### src/rtl/lsu_bus_ctrl.sv
// Load/store unit: byte/half/word accesses to data memory (req/ack with timeout) and NUM_IO decoded IO words.
// Latency: IO access stalls 1 cycle; memory access stalls 1 + MEM cycles (min 2); result valid for one DONE cycle.
// Backpressure: core_stall holds the core until DONE; mem_req is held until mem_ack or timeout. Option: MISALIGN_TRAP_EN.
module lsu_bus_ctrl #(
  parameter int          NUM_IO  = 4,
  parameter logic [31:0] IO_BASE = 32'hFFFF_FF00,
  parameter int          TIMEOUT = 15
) (
  input  logic                  clk,
  input  logic                  reset_n,
  input  logic                  core_req,
  input  logic                  core_we,
  input  logic [2:0]            core_funct3,
  input  logic [31:0]           core_addr,
  input  logic [31:0]           core_wdata,
  output logic [31:0]           core_rdata,
  output logic                  core_stall,
  output logic                  core_err,
  output logic                  mem_req,
  output logic                  mem_we,
  output logic [3:0]            mem_be,
  output logic [31:0]           mem_addr,
  output logic [31:0]           mem_wdata,
  input  logic [31:0]           mem_rdata,
  input  logic                  mem_ack,
  output logic [NUM_IO-1:0]     io_sel,
  output logic                  io_we,
  output logic [31:0]           io_wdata,
  input  logic [NUM_IO*32-1:0]  io_rdata
);

  typedef enum logic [1:0] {IDLE, MEM, DONE} state_t;
  state_t state, state_nxt;

  logic [7:0]  cnt;
  logic [2:0]  f3_q;
  logic [1:0]  off_q;
  logic [31:0] rdata_q;
  logic        err_q;

  logic        is_io, ch_ok, misalign, start, io_go, timeout;
  logic [5:0]  ch;
  logic [3:0]  be;
  logic [31:0] wdata_rep, io_word;

  // Shift the addressed byte/half down to bit 0, then sign- or zero-extend.
  function automatic logic [31:0] extract(input logic [31:0] w, input logic [2:0] f3,
                                          input logic [1:0] off);
    logic [31:0] s;
    logic [31:0] r;
    s = w;
    r = w;
    case (f3[1:0])
      2'b00: begin
        s = w >> {off, 3'b000};
        r = f3[2] ? {24'd0, s[7:0]} : {{24{s[7]}}, s[7:0]};
      end
      2'b01: begin
        s = w >> {off[1], 4'b0000};
        r = f3[2] ? {16'd0, s[15:0]} : {{16{s[15]}}, s[15:0]};
      end
      default: r = w;
    endcase
    return r;
  endfunction

  assign is_io   = (core_addr[31:8] == IO_BASE[31:8]);
  assign ch      = core_addr[7:2];
  assign ch_ok   = (int'(ch) < NUM_IO);
  assign timeout = (cnt == 8'(TIMEOUT - 1));

`ifdef MISALIGN_TRAP_EN
  // Misaligned half/word accesses are trapped before any bus or IO activity.
  assign misalign = ((core_funct3[1:0] == 2'b01) && core_addr[0]) ||
                    (core_funct3[1] && (core_addr[1:0] != 2'b00));
`else
  // Offending low address bits are simply ignored, which forces alignment.
  assign misalign = 1'b0;
`endif

  assign start = reset_n && core_req && (state == IDLE);
  assign io_go = start && is_io && !misalign && ch_ok;

  // Byte enables and replicated store data from access size and offset; 2'b11 acts as word.
  always_comb begin
    be        = 4'b1111;
    wdata_rep = core_wdata;
    case (core_funct3[1:0])
      2'b00: begin
        be        = 4'b0001 << core_addr[1:0];
        wdata_rep = {4{core_wdata[7:0]}};
      end
      2'b01: begin
        be        = 4'b0011 << {core_addr[1], 1'b0};
        wdata_rep = {2{core_wdata[15:0]}};
      end
      default: ;
    endcase
  end

  // IO read mux and one-hot channel strobe; out-of-range channels read 0 and strobe nothing.
  always_comb begin
    io_word = 32'd0;
    io_sel  = '0;
    for (int k = 0; k < NUM_IO; k++) begin
      if (ch == 6'(k)) io_word = io_rdata[32*k +: 32];
      io_sel[k] = io_go && (ch == 6'(k));
    end
  end

  // State register; asynchronous reset aborts any access in flight.
  always_ff @(posedge clk or negedge reset_n) begin
    if (!reset_n) state <= IDLE;
    else          state <= state_nxt;
  end

  // Next state plus combinational core/IO outputs, all gated by reset so they drop immediately.
  always_comb begin
    state_nxt  = state;
    core_stall = reset_n && core_req && (state != DONE);
    core_rdata = (state == DONE) ? rdata_q : 32'd0;
    core_err   = (state == DONE) && err_q;
    io_we      = io_go && core_we;
    io_wdata   = io_go ? wdata_rep : 32'd0;
    case (state)
      IDLE:    if (core_req) state_nxt = (is_io || misalign) ? DONE : MEM;
      MEM:     if (mem_ack || timeout) state_nxt = DONE;
      DONE:    state_nxt = IDLE;
      default: state_nxt = IDLE;
    endcase
  end

  // Bus request registers, timeout counter and result capture.
  always_ff @(posedge clk or negedge reset_n) begin
    if (!reset_n) begin
      cnt       <= 8'd0;
      f3_q      <= 3'd0;
      off_q     <= 2'd0;
      rdata_q   <= 32'd0;
      err_q     <= 1'b0;
      mem_req   <= 1'b0;
      mem_we    <= 1'b0;
      mem_be    <= 4'd0;
      mem_addr  <= 32'd0;
      mem_wdata <= 32'd0;
    end else begin
      case (state)
        IDLE: begin
          cnt   <= 8'd0;
          err_q <= 1'b0;
          if (core_req) begin
            f3_q  <= core_funct3;
            off_q <= core_addr[1:0];
            if (misalign) begin
              err_q   <= 1'b1;
              rdata_q <= 32'd0;
            end else if (is_io) begin
              rdata_q <= ch_ok ? extract(io_word, core_funct3, core_addr[1:0]) : 32'd0;
            end else begin
              mem_req   <= 1'b1;
              mem_we    <= core_we;
              mem_be    <= be;
              mem_addr  <= {core_addr[31:2], 2'b00};
              mem_wdata <= wdata_rep;
            end
          end
        end
        MEM: begin
          cnt <= cnt + 8'd1;
          if (mem_ack) begin
            mem_req <= 1'b0;
            mem_we  <= 1'b0;
            rdata_q <= extract(mem_rdata, f3_q, off_q);
          end else if (timeout) begin
            mem_req <= 1'b0;
            mem_we  <= 1'b0;
            err_q   <= 1'b1;
            rdata_q <= 32'd0;
          end
        end
        DONE:    err_q <= 1'b0;
        default: ;
      endcase
    end
  end

endmodule

### config.mk
export PLATFORM = sky130hd
export DESIGN_NAME = lsu_bus_ctrl
export DESIGN_NICKNAME = d
export VERILOG_FILES = /design/src/rtl/lsu_bus_ctrl.sv
export SDC_FILE = /design/constraint.sdc
export NUM_CORES = 1
export LEC_CHECK = 0
export CAP_MARGIN = 10
export CORE_UTILIZATION = 38
export DETAILED_ROUTE_END_ITERATION = 8
export PLACE_DENSITY = 0.81
export SLEW_MARGIN = 20
export SYNTH_ARGS = -nofsm -noshare
export SYNTH_HDL_FRONTEND = slang
export SYNTH_SLANG_ARGS = --single-unit
### constraint.sdc
create_clock -name clk -period 3.4 [get_ports clk]
set_input_delay 1.02 -clock clk [delete_from_list [all_inputs] [get_ports clk]]
set_output_delay 1.02 -clock clk [all_outputs]
set_load 0.05 [all_outputs]
Yosys cells after proc, flatten, opt, wreduce, memory -nomap -nowiden
Index checks and enable logic that the tools add are counted.
{"block": "op_classes", "n_addsub": 1, "order_cmp": 1, "eq_ne": 17, "shift": 6, "mux": 36, "bitwise_logic": 1, "reduce_logical": 25}
{"operator": "2-to-1 mux 32 bit", "n": 15}
{"operator": "case mux 32 bit (2 select lines)", "n": 4}
{"operator": "right shift 32 x 5 -> 16 bit", "n": 2}
{"operator": "right shift 32 x 5 -> 8 bit", "n": 2}
{"operator": "== test 24 bit, second input constant", "n": 1}
{"operator": "case mux 8 bit (2 select lines)", "n": 1}
{"operator": "!= test 2 bit, second input constant", "n": 7}
{"operator": "== test 6 x 2 -> 1 bit, second input constant", "n": 2}
{"operator": "logical AND 1 bit", "n": 11}
{"operator": "adder 8 x 1 -> 8 bit, second input constant", "n": 1}
{"operator": "== test 8 x 4 -> 1 bit, second input constant", "n": 1}
{"operator": "2-to-1 mux 1 bit", "n": 8}
{"operator": "case mux 4 bit (2 select lines)", "n": 1}
{"operator": "AND reduction 4 bit", "n": 2}
{"operator": "== test 2 x 1 -> 1 bit, second input constant", "n": 3}
{"operator": "== test 6 x 1 -> 1 bit, second input constant", "n": 1}
{"operator": "zero test 2 bit", "n": 3}
{"operator": "zero test 6 bit", "n": 1}
{"operator": "less-than comparator 6 x 3 -> 1 bit, second input constant", "n": 1}
{"operator": "2-to-1 mux 2 bit", "n": 3}
{"operator": "case mux 1 bit (2 select lines)", "n": 3}
{"operator": "AND reduction 3 bit", "n": 2}
{"operator": "case mux 2 bit (2 select lines)", "n": 1}
{"operator": "AND reduction 2 bit", "n": 2}
{"operator": "other kinds (8)", "n": 9}
{"block": "word_totals", "reg_bits": 116, "inputBits": 232, "output_inout_bits": 141, "word_cells": 98}

Logic depth before layout (Yosys ltp)
Gate-level depths: netlist (run 1).
{"block": "logic_depth", "depth_word": 12, "mapped_depth": 10, "depth_no_buf": 8}

Least setup slack after synthesis (run 1)
No wires, ideal clock.
{"block": "synth_path", "path_type": "input port to output port", "start": "input port core_addr[7]", "end": "output port io_sel[0]", "arrival_time_ns": 3.160, "required_time_ns": 2.380, "path_slack_ns": -0.780, "stages": 5, "path_buffers": 2, "path_cell_list": "nor4_2 > buf_2 > buf_1 > nand4_1 > nor3_1"}
{"block": "synth_between", "elab_chain_cells": 3, "word_cells_on_any_way": 4, "cone_classes": "1 x order compare; 3 x reduce/logical"}
{"item": "start, declared", "line": "14", "source": "input logic [31:0] core_addr,"}
{"item": "less-than comparator 6 x 3 -> 1 bit", "line": "69", "source": "assign ch_ok = (int'(ch) < NUM_IO);"}
{"item": "logical AND 1 bit", "line": "82", "source": "assign io_go = start && is_io && !misalign && ch_ok;"}
{"item": "logical AND 1 bit (*)", "line": "107", "source": "io_sel[k] = io_go && (ch == 6'(k));"}
{"item": "end, declared", "line": "26", "source": "output logic [NUM_IO-1:0] io_sel,"}
Every way passes the cells marked *; elsewhere a longest branch is shown, timed or not.

Worst setup path after layout (run 1)
{"block": "layout_path", "start": "input port core_addr[31]", "end": "output port io_sel[0]"}
{"block": "layout_between", "elab_chain_cells": 4}
{"item": "== test 24 bit", "line": "67", "source": "assign is_io = (core_addr[31:8] == IO_BASE[31:8]);"}
{"item": "logical AND 1 bit (2 in a row)", "line": "82"}
{"item": "logical AND 1 bit", "line": "107"}
No other way between the ends.

==> results.sh, run 1 <==
export IMPL_crit_path_start_kind="primary input"
export IMPL_hold_start="mem_addr[17]"
export IMPL_ant_nets=0
export IMPL_hold_class="reg -> reg"
export IMPL_cts_buffer_depth=2
export IMPL_synthTopCellsByArea="dfrtp_1 (38%), nand2_1 (9.7%), mux4_2 (7.6%)"
export IMPL_cts_tree="done"
export IMPL_period_share=1.12
export IMPL_synth_top_area_cell="dfrtp_1"
export IMPL_grt_use_total=0.329
export IMPL_dp_final_hpwl_um=26300
export IMPL_die_x_um=144
export IMPL_violations="negative setup slack"
export IMPL_maxSlewViolCount=0
export IMPL_yosys_top_cells_count="nand2_1 (198), dfrtp_1 (116), nor2_1 (77)"
export IMPL_powerDensity_mw_per_mm2=708
export IMPL_cp_top_family="simple AND/OR/NAND/NOR gates"
export IMPL_finalHoldViolations=0
export IMPL_timing_slew_headroom=0.339
export IMPL_mappedNetlistArea_mm2=0.00769
export IMPL_r2r_cells=8
export IMPL_cp_arrival_ns=2.79
export IMPL_critical_path_required_ns=2.38
export IMPL_cp_depth=10
export IMPL_finalWirelength_um=34500
export IMPL_cpMaxStageDelayCell="nor4_4"
export IMPL_period_needed_ns=3.81
export IMPL_power_leakage_nw=6.04
export IMPL_grt_first_pass_wirelength_um=50600
export IMPL_timing_rr_start="cnt[0]"
export IMPL_path_cells="buf_6 -> nand4_1 -> nor4_4 -> nand2_2 -> nor3_4 -> nand4_1 -> buf_6 -> buf_16 -> nor3_4 -> buf_12"
export IMPL_dr_first_iter_drc_count=803
export IMPL_route_detailed_drc=0
export IMPL_startpoint="core_addr[31]"
export IMPL_clock_sinks=116
export IMPL_nFillCells=1417
export IMPL_cp_end_kind="primary output"
export IMPL_routedWlPerCell_um=21.6
export IMPL_io_pins=373
export IMPL_worst_pin_slew_ns=0.992
export IMPL_cts_buffers_inserted=17
export IMPL_synth_cells=901
export IMPL_setup_viol=37
export IMPL_ys_ff_latch=116
export IMPL_yosys_warnings=0
export IMPL_n_antenna_cell=0
export IMPL_min_path_cells=2
export IMPL_die_area_mm2=0.0208
export IMPL_worstPathMaxFanout=7
export IMPL_rows=51
export IMPL_clk_latency_ns=0.43
export IMPL_cts_max_level=4
export IMPL_dr_pass1_iters=7
export IMPL_rsz0062_at_grt="yes"
export IMPL_synth_edf_count=0
export IMPL_drive_gt1_frac=0.239
export IMPL_critPathMaxStageDelay_ns=0.40
export IMPL_first_global_vias=8922
export IMPL_core_region_area_mm2=0.0197
export IMPL_ir_worst_vdd_mv=0.556
export IMPL_synth_top_cell_area_share=0.377
export IMPL_clock_root_buffer="clkbuf_16"
export IMPL_avgSynthCellArea_um2=8.53
export IMPL_synth_async_reset_ratio=1.00
export IMPL_drv_cap=0
export IMPL_postLayoutCellArea_mm2=0.0140
export IMPL_status="finished, violations left"
export IMPL_ys_types=58
export IMPL_final_util=0.711
export IMPL_finalNetCount=1554
export IMPL_die_h_um=144
export IMPL_hold_slack_ns=0.473
export IMPL_ys_flop_type="dfrtp_1"
export IMPL_grt_max_degree=67
export IMPL_antenna_found_initial=1
export IMPL_clk_pin_slew_ns=0.06
export IMPL_fin_ws_ns=-0.414
export IMPL_max_freq_mhz=262
export IMPL_viasPerCell=5.64
export IMPL_skew_ns=0.00644
export IMPL_holdBufCountCts=0
export IMPL_vias=9014
export IMPL_yosysMostFrequentCell="nand2_1"
export IMPL_cp_buffers_inverters=4
export IMPL_area_delta_synth_final_pct=81.8
export IMPL_overflow=0
export IMPL_io_buffers=370
export IMPL_initial_core_util=0.391
export IMPL_seq_area_frac_synth=0.377
export IMPL_place_area_mm2=0.0130
export IMPL_gp_congestion=0.963
export IMPL_worstSetupPathType="in -> out"
-- worst reg2reg max path: stages (launching register included) --
cell	delay (ns)
dfrtp_1	0.44
inv_1	0.10
ha_1	0.16
nand4b_1	0.19
a311oi_1	0.48
a21bo_4	0.33
a211o_4	0.36
clkbuf_16	0.17
nand3_1	0.07
-- worst paths after layout --
path,slack [ns],end
max in group asynchronous,1.96,rdata_q[9]
max,-0.41,io_sel[0]
min,0.47,mem_addr[17]
min in group asynchronous,0.79,mem_addr[23]
max reg2reg,1.03,rdata_q[23]
min reg2reg,0.47,mem_addr[17]
-- through the flow --
stage	power (W)	TNS [ns]	instances	worst slack (ns)
6_report	0.00989	-13.49	1598	-0.414
5_1_grt	0.0103	-16.22	1598	-0.514
4_1_cts	0.00976	-23.14	1599	-0.486
3_5_place_dp	0.00773	-27.33	1551	-0.831
3_3_place_gp	0.00763	-25.89	1551	-0.758
2_1_floorplan	0.00560	-10.19	902	-0.407
-- placed cells by master, fill, tap and decap left out, types with 16 or more instances in the layout --
cell type        netlist  final
nor2_4                 0     24
nand3_1               36     34
clkdlybuf4s50_1        0    271
mux2i_1               41     41
nand2_1              198    195
dfrtp_1              116    116
mux4_2                26     26
inv_1                 16     16
o21ai_0               57     51
a21oi_1               34     34
nor2_1                77     52
buf_12                 1     79
buf_4                  6     81
clkbuf_16              0     20
and2_1                45     35
-- metal layers --
layer / share of wire / routed length [um] / vias to the layer above / global-route usage
met5: 0.00038 / 13 / - / 0
met2: 0.48 / 16700 / 611 / 0.537
met3: 0.10 / 3480 / 95 / 0.0877
li1: - / - / 4044 / -
met1: 0.37 / 12800 / 4262 / 0.401
met4: 0.044 / 1510 / 2 / 0.169
-- kinds of logic after synthesis --
group	count (synthesis)	share of synthesized area
muxes	81	0.158
AOI/OAI and AO/OA	192	0.162
adders and majority gates	2	0.00325
DFF	116	0.377
other	1	0.000488
and+or+nand+nor	418	0.245
xor gates and xnor gates	2	0.00228
buffers and inverters	89	0.0524
-- what timing repair did --
| item | 4_1_cts | 5_1_grt |
|---|---|---|
| endpoints found under the setup margin | 37 | 139 |
| cloned | 2 | 3 |
| resized for setup | 118 | 11 |
| pin swaps | 27 | 13 |
| setup buffers | 14 | 2 |
-- power breakdown --
part | leakage (nW) | internal [W] | switching [W]
sequential | 1.45 | 0.00199 | 0.000559
combinational | 4.29 | 0.00207 | 0.00336
clock | 0.304 | 0.00117 | 0.000727
-- flip-flops by register name, summed over array words and instances, names as in the netlist --
| register | cells |
|---|---|
| mem_wdata | 32 |
| rdata_q | 32 |
| mem_addr | 30 |
| cnt | 8 |
| mem_be | 4 |
| f3_q | 3 |
| off_q | 2 |
| state | 2 |
| err_q | 1 |
| mem_req | 1 |
| mem_we | 1 |
-- cell type report --
| type | count | area (um2) | area share |
|---|---|---|---|
| Multi-Input combinational cell | 697 | 4730 | 0.339 |
| Tap cell | 265 | 332 | 0.0237 |
| Inverter | 19 | 78.8 | 0.00564 |
| Clock inverter | 15 | 198 | 0.0141 |
| Timing Repair Buffer | 469 | 5310 | 0.380 |
| Clock buffer | 17 | 425 | 0.0304 |
| Sequential cell | 116 | 2900 | 0.208 |
Power figures use the tool's default switching activity.
==> inputs of run 2 (changes only) <==
--- a/config.mk
+++ b/config.mk
@@ -8,6 +8,8 @@
 export CAP_MARGIN = 10
 export CORE_UTILIZATION = 38
 export DETAILED_ROUTE_END_ITERATION = 8
+export GPL_TIMING_DRIVEN = 0
+export MAX_ROUTING_LAYER = met4
 export PLACE_DENSITY = 0.81
 export SLEW_MARGIN = 20
 export SYNTH_ARGS = -nofsm -noshare
==> results.sh, run 2 (synthesized netlist as in run 1, its figures left out) <==
export IMPL_total_power_w=0.00965
export IMPL_clk_latency_ns=0.43
export IMPL_timing_slew_headroom=0.586
export IMPL_routedWlPerCell_um=22.1
export IMPL_cts_buffers_inserted=17
export IMPL_r2r_cells=7
export IMPL_timing_rr_start="off_q[1]"
export IMPL_crit_path_start_kind="primary input"
export IMPL_critPathMaxStageDelay_ns=0.42
export IMPL_pre_cts_ws_ns=-2.19
export IMPL_clock_root_buffer="clkbuf_16"
export IMPL_finalHoldViolations=0
export IMPL_hold_class="reg -> reg"
export IMPL_drv_cap=0
export IMPL_finalWirelength_um=35000
export IMPL_hold_start="rdata_q[3]"
export IMPL_place_area_mm2=0.0120
export IMPL_max_freq_mhz=264
export IMPL_ant_nets=0
export IMPL_rsz0062_at_grt="yes"
export IMPL_cts_tree="done"
export IMPL_nFillCells=1614
export IMPL_status="finished, violations left"
export IMPL_mostFrequentLayoutCell="clkdlybuf4s50_1"
export IMPL_tns_ns=-13.00
export IMPL_cpMaxStageDelayCell="nor4_4"
export IMPL_rows=51
export IMPL_finalNetCount=1539
export IMPL_cp_arrival_ns=2.77
export IMPL_cpMostUsedCell="buf_6"
export IMPL_dp_final_hpwl_um=27400
export IMPL_cts_max_level=4
export IMPL_die_x_um=144
export IMPL_violations="negative setup slack"
export IMPL_layout_common_cells="clkdlybuf4s50_1 (268), nand2_1 (197), dfrtp_1 (116)"
export IMPL_dr_pass1_iters=7
export IMPL_grt_use_total=0.345
export IMPL_largestRegisters="mem_wdata (32), rdata_q (32), mem_addr (30)"
export IMPL_io_pins=373
export IMPL_postLayoutCellArea_mm2=0.0130
export IMPL_worstSetupPathType="in -> out"
export IMPL_overflow=0
export IMPL_fin_ws_ns=-0.387
export IMPL_area_delta_synth_final_pct=68.9
export IMPL_initial_core_util=0.391
export IMPL_first_global_vias=8657
export IMPL_grt_first_pass_wirelength_um=50800
export IMPL_antenna_found_initial=0
export IMPL_path_cells="buf_6 -> nand4_1 -> nor4_4 -> nand2_2 -> nor3_4 -> nand4_1 -> buf_6 -> clkbuf_16 -> nor2_4 -> buf_6"
export IMPL_cp_buffers_inverters=4
export IMPL_dr_first_iter_drc_count=764
export IMPL_critical_path_required_ns=2.38
export IMPL_gp_congestion=1.00
export IMPL_viasPerCell=5.65
export IMPL_n_antenna_cell=0
export IMPL_vias=8937
export IMPL_clk_pin_slew_ns=0.05
export IMPL_min_to="rdata_q[3]"
export IMPL_min_path_cells=2
export IMPL_grt_max_degree=79
export IMPL_route_detailed_drc=0
export IMPL_skew_ns=0.00882
export IMPL_setup_viol=37
export IMPL_period_needed_ns=3.79
export IMPL_hold_slack_ns=0.473
export IMPL_power_leakage_nw=5.55
export IMPL_r2r_end="rdata_q[2]"
export IMPL_cp_end_kind="primary output"
export IMPL_clock_sinks=116
export IMPL_drive_gt1_frac=0.198
export IMPL_period_share=1.11
export IMPL_ff2ff_setup_slack_ns=0.85
export IMPL_die_area_mm2=0.0208
export IMPL_holdBufCountCts=0
export IMPL_maxSlewViolCount=0
export IMPL_core_region_area_mm2=0.0197
export IMPL_cp_top_family="simple AND/OR/NAND/NOR gates"
export IMPL_die_h_um=144
export IMPL_worstPathMaxFanout=6
export IMPL_powerDensity_mw_per_mm2=743
export IMPL_worst_pin_slew_ns=0.620
export IMPL_io_buffers=369
export IMPL_cts_buffer_depth=2
export IMPL_ir_worst_vdd_mv=0.561
-- run 2: metal layers --
metal,wire length [um],part of all wire,vias up,global-route usage
met1,13600,0.39,4322,0.425
li1,-,-,4002,-
met4,1140,0.033,0,0.131
met3,3070,0.088,75,0.0719
met5,0,0,-,-
met2,17100,0.49,538,0.558
-- run 2: where the power goes --
part	switching, W	total (W)	internal (W)
Combinational	0.00345	0.00524	0.00179
Clock	0.000701	0.00199	0.00129
Sequential	0.000418	0.00241	0.00200
-- run 2: through the flow --
stage / std cells / utilization
global placement: 1536 / 0.608
CTS: 1579 / 0.657
finish: 1583 / 0.661
global route: 1583 / 0.661
detailed placement: 1537 / 0.610
floorplan: 902 / -
-- run 2: area by class of cell --
type,count,area (um2),share of cell area
Multi-Input combinational cell,697,4710,0.362
Timing Repair Buffer,386,3910,0.301
Sequential cell,116,2900,0.224
Clock buffer,22,474,0.0365
Buffer,68,423,0.0326
Tap cell,265,332,0.0255
Clock inverter,10,169,0.0130
Inverter,19,71.3,0.00549
-- run 2: what timing repair did --
action,4_1_cts,5_1_grt
cloned,2,0
endpoints found under the setup margin,71,78
resized for setup,470,24
endpoints found under the hold margin,0,0
pin swaps,16,11
buffers inserted,9,5
-- run 2: worst register-to-register path, cell delays in order (launching register included) --
cell and delay, ns:
dfrtp_1 0.32, clkbuf_1 0.34, clkbuf_1 0.41, clkbuf_1 0.40, o21ai_0 0.18, a211oi_1 0.49
a221oi_1 0.11, a31oi_1 0.21
-- run 2: worst max-delay path by stage --
stage / startpoint / endpoint / slack, ns / cells after the start
after CTS: core_addr[26] / io_wdata[19] / -0.43 / 10
after detailed placement: core_addr[25] / io_wdata[25] / -2.19 / 9
after global placement: reset_n / io_wdata[25] / -6.29 / 5
final: core_addr[31] / io_wdata[19] / -0.39 / 10
after global routing: core_addr[31] / io_wdata[19] / -0.44 / 10
after floorplan: core_addr[28] / io_wdata[11] / -0.41 / 7
==> inputs of run 3 (changes only) <==
--- a/config.mk
+++ b/config.mk
@@ -6,11 +6,12 @@
 export NUM_CORES = 1
 export LEC_CHECK = 0
 export CAP_MARGIN = 10
+export CORE_MARGIN = 2
 export CORE_UTILIZATION = 38
 export DETAILED_ROUTE_END_ITERATION = 8
 export GPL_TIMING_DRIVEN = 0
 export MAX_ROUTING_LAYER = met4
-export PLACE_DENSITY = 0.81
+export PLACE_DENSITY = 0.89
 export SLEW_MARGIN = 20
 export SYNTH_ARGS = -nofsm -noshare
 export SYNTH_HDL_FRONTEND = slang
==> results.sh, run 3 (synthesized netlist as in run 1, its figures left out) <==
export IMPL_holdBufCountCts=0
export IMPL_routedWlPerCell_um=22.8
export IMPL_setup_viol=37
export IMPL_cts_tree="done"
export IMPL_die_x_um=146
export IMPL_core_region_area_mm2=0.0200
export IMPL_dp_final_hpwl_um=28000
export IMPL_worst_pin_slew_ns=0.685
export IMPL_grt_first_pass_wirelength_um=53500
export IMPL_met2WireLength_um=17700
export IMPL_finalNetCount=1540
export IMPL_total_power_w=0.00951
export IMPL_rsz0062_at_grt="yes"
export IMPL_seq_area_mm2=0.00290
export IMPL_die_h_um=146
export IMPL_final_util=0.645
export IMPL_area_delta_synth_final_pct=68.1
export IMPL_worstPathMaxFanout=7
export IMPL_fin_ws_ns=-0.380
export IMPL_grt_max_degree=66
export IMPL_power_leakage_nw=5.61
export IMPL_clock_root_buffer="clkbuf_16"
export IMPL_vias=8998
export IMPL_grt_use_total=0.337
export IMPL_period_needed_ns=3.78
export IMPL_viasPerCell=5.65
export IMPL_rows=52
export IMPL_die_area_mm2=0.0214
export IMPL_clk_pin_slew_ns=0.06
export IMPL_clock_sinks=116
export IMPL_overflow=0
export IMPL_io_buffers=369
export IMPL_worstSetupPathType="in -> out"
export IMPL_initial_core_util=0.384
export IMPL_dr_first_iter_drc_count=744
export IMPL_skew_ns=0.0168
export IMPL_finalWirelength_um=36300
export IMPL_drv_cap=0
export IMPL_pre_cts_ws_ns=-2.32
export IMPL_maxSlewViolCount=0
export IMPL_dr_pass1_iters=7
export IMPL_cts_buffer_depth=2
export IMPL_timing_slew_headroom=0.543
export IMPL_status="finished, violations left"
export IMPL_r2r_cells=7
export IMPL_powerDensity_mw_per_mm2=736
export IMPL_gp_congestion=0.989
export IMPL_io_pins=373
export IMPL_ant_nets=0
export IMPL_hold_class="reg -> reg"
export IMPL_layout_common_cells="clkdlybuf4s50_1 (272), nand2_1 (197), dfrtp_1 (115)"
export IMPL_ir_worst_vdd_mv=0.491
export IMPL_antenna_found_initial=3
export IMPL_mostFrequentLayoutCell="clkdlybuf4s50_1"
export IMPL_nFillCells=1652
export IMPL_violations="negative setup slack"
export IMPL_crit_path_start_kind="primary input"
export IMPL_finalHoldViolations=0
export IMPL_cts_buffers_inserted=17
export IMPL_hold_slack_ns=0.479
export IMPL_route_detailed_drc=0
export IMPL_cp_arrival_ns=2.76
export IMPL_tns_ns=-11.87
export IMPL_max_freq_mhz=265
export IMPL_period_share=1.11
export IMPL_wl_met1_um=13900
export IMPL_cts_max_level=4
export IMPL_clk_latency_ns=0.43
export IMPL_top_layer="met4"
export IMPL_dr_wl_met3_um=3460
export IMPL_min_path_cells=2
export IMPL_multiInputGateArea_mm2=0.00473
export IMPL_first_global_vias=9004
export IMPL_drive_gt1_frac=0.199
export IMPL_critical_path_required_ns=2.38
export IMPL_cp_end_kind="primary output"
export IMPL_largestRegisters="mem_wdata (32), rdata_q (32), mem_addr (30)"
[run 3: cell count changes in the layout (fill, tap and decap cells not counted), moves of 4 or more]
cell / delta
clkdlybuf4s15_2: -24
and2_4: +9
clkbuf_2: +21
and2_2: -9
buf_6: -5
clkdlybuf4s50_1: +4
clkbuf_8: -6
dlygate4sd2_1: -5
buf_8: +10
[run 3: cell type report]
cell class / count / share of cell area
clock buffers: 18 / 0.0332
clock inverters: 14 / 0.0130
plain buffers: 68 / 0.0320
flip-flops and latches: 116 / 0.225
diodes: 3 / 0.000581
repair buffers: 387 / 0.299
multi-input cells: 697 / 0.366
well taps: 270 / 0.0261
inverters: 19 / 0.00552
[run 3: report_power, final]
part           internal [W]  total (W)  switching (W)
Clock               0.00110    0.00186       0.000756
Combinational       0.00176    0.00523        0.00347
Sequential          0.00200    0.00241       0.000418
Total               0.00486    0.00951        0.00464
[run 3: routing by layer]
layer  GRT usage  vias to the layer above
met5           -                        -
met4       0.146                        0
met3      0.0900                       86
met2       0.543                      553
met1       0.400                     4354
li1            -                     4005
[run 3: critical path: stages]
cell	delay, ns
buf_8	0.07
nand4_1	0.15
nor4_4	0.30
buf_4	0.19
nand2_4	0.06
nor3_4	0.16
nand4_1	0.13
buf_6	0.19
clkbuf_16	0.18
nor2_4	0.13
buf_8	0.16
[run 3: final timing paths]
path | from | to | slack [ns]
setup / recovery | core_addr[28] | io_wdata[26] | -0.38
hold / removal | mem_addr[4] | mem_addr[4] | 0.48
setup reg to reg | off_q[1] | rdata_q[5] | 0.89
hold reg to reg | mem_addr[4] | mem_addr[4] | 0.48
max in group asynchronous | reset_n | mem_wdata[4] | 2.09
min in group asynchronous | reset_n | off_q[1] | 0.62
[run 3: metrics by stage]
stage,instance area [um2],instances
2_1_floorplan,7930,902
3_3_place_gp,12000,1541
3_5_place_dp,12000,1542
4_1_cts,12800,1584
5_1_grt,12900,1592
6_report,12900,1592
[run 3: repair_timing]
item / CTS / global route
cloned: 3 / 0
setup endpoints to repair: 71 / 69
gates resized for setup: 420 / 102
buffers inserted: 9 / 5
pin swaps: 13 / 9
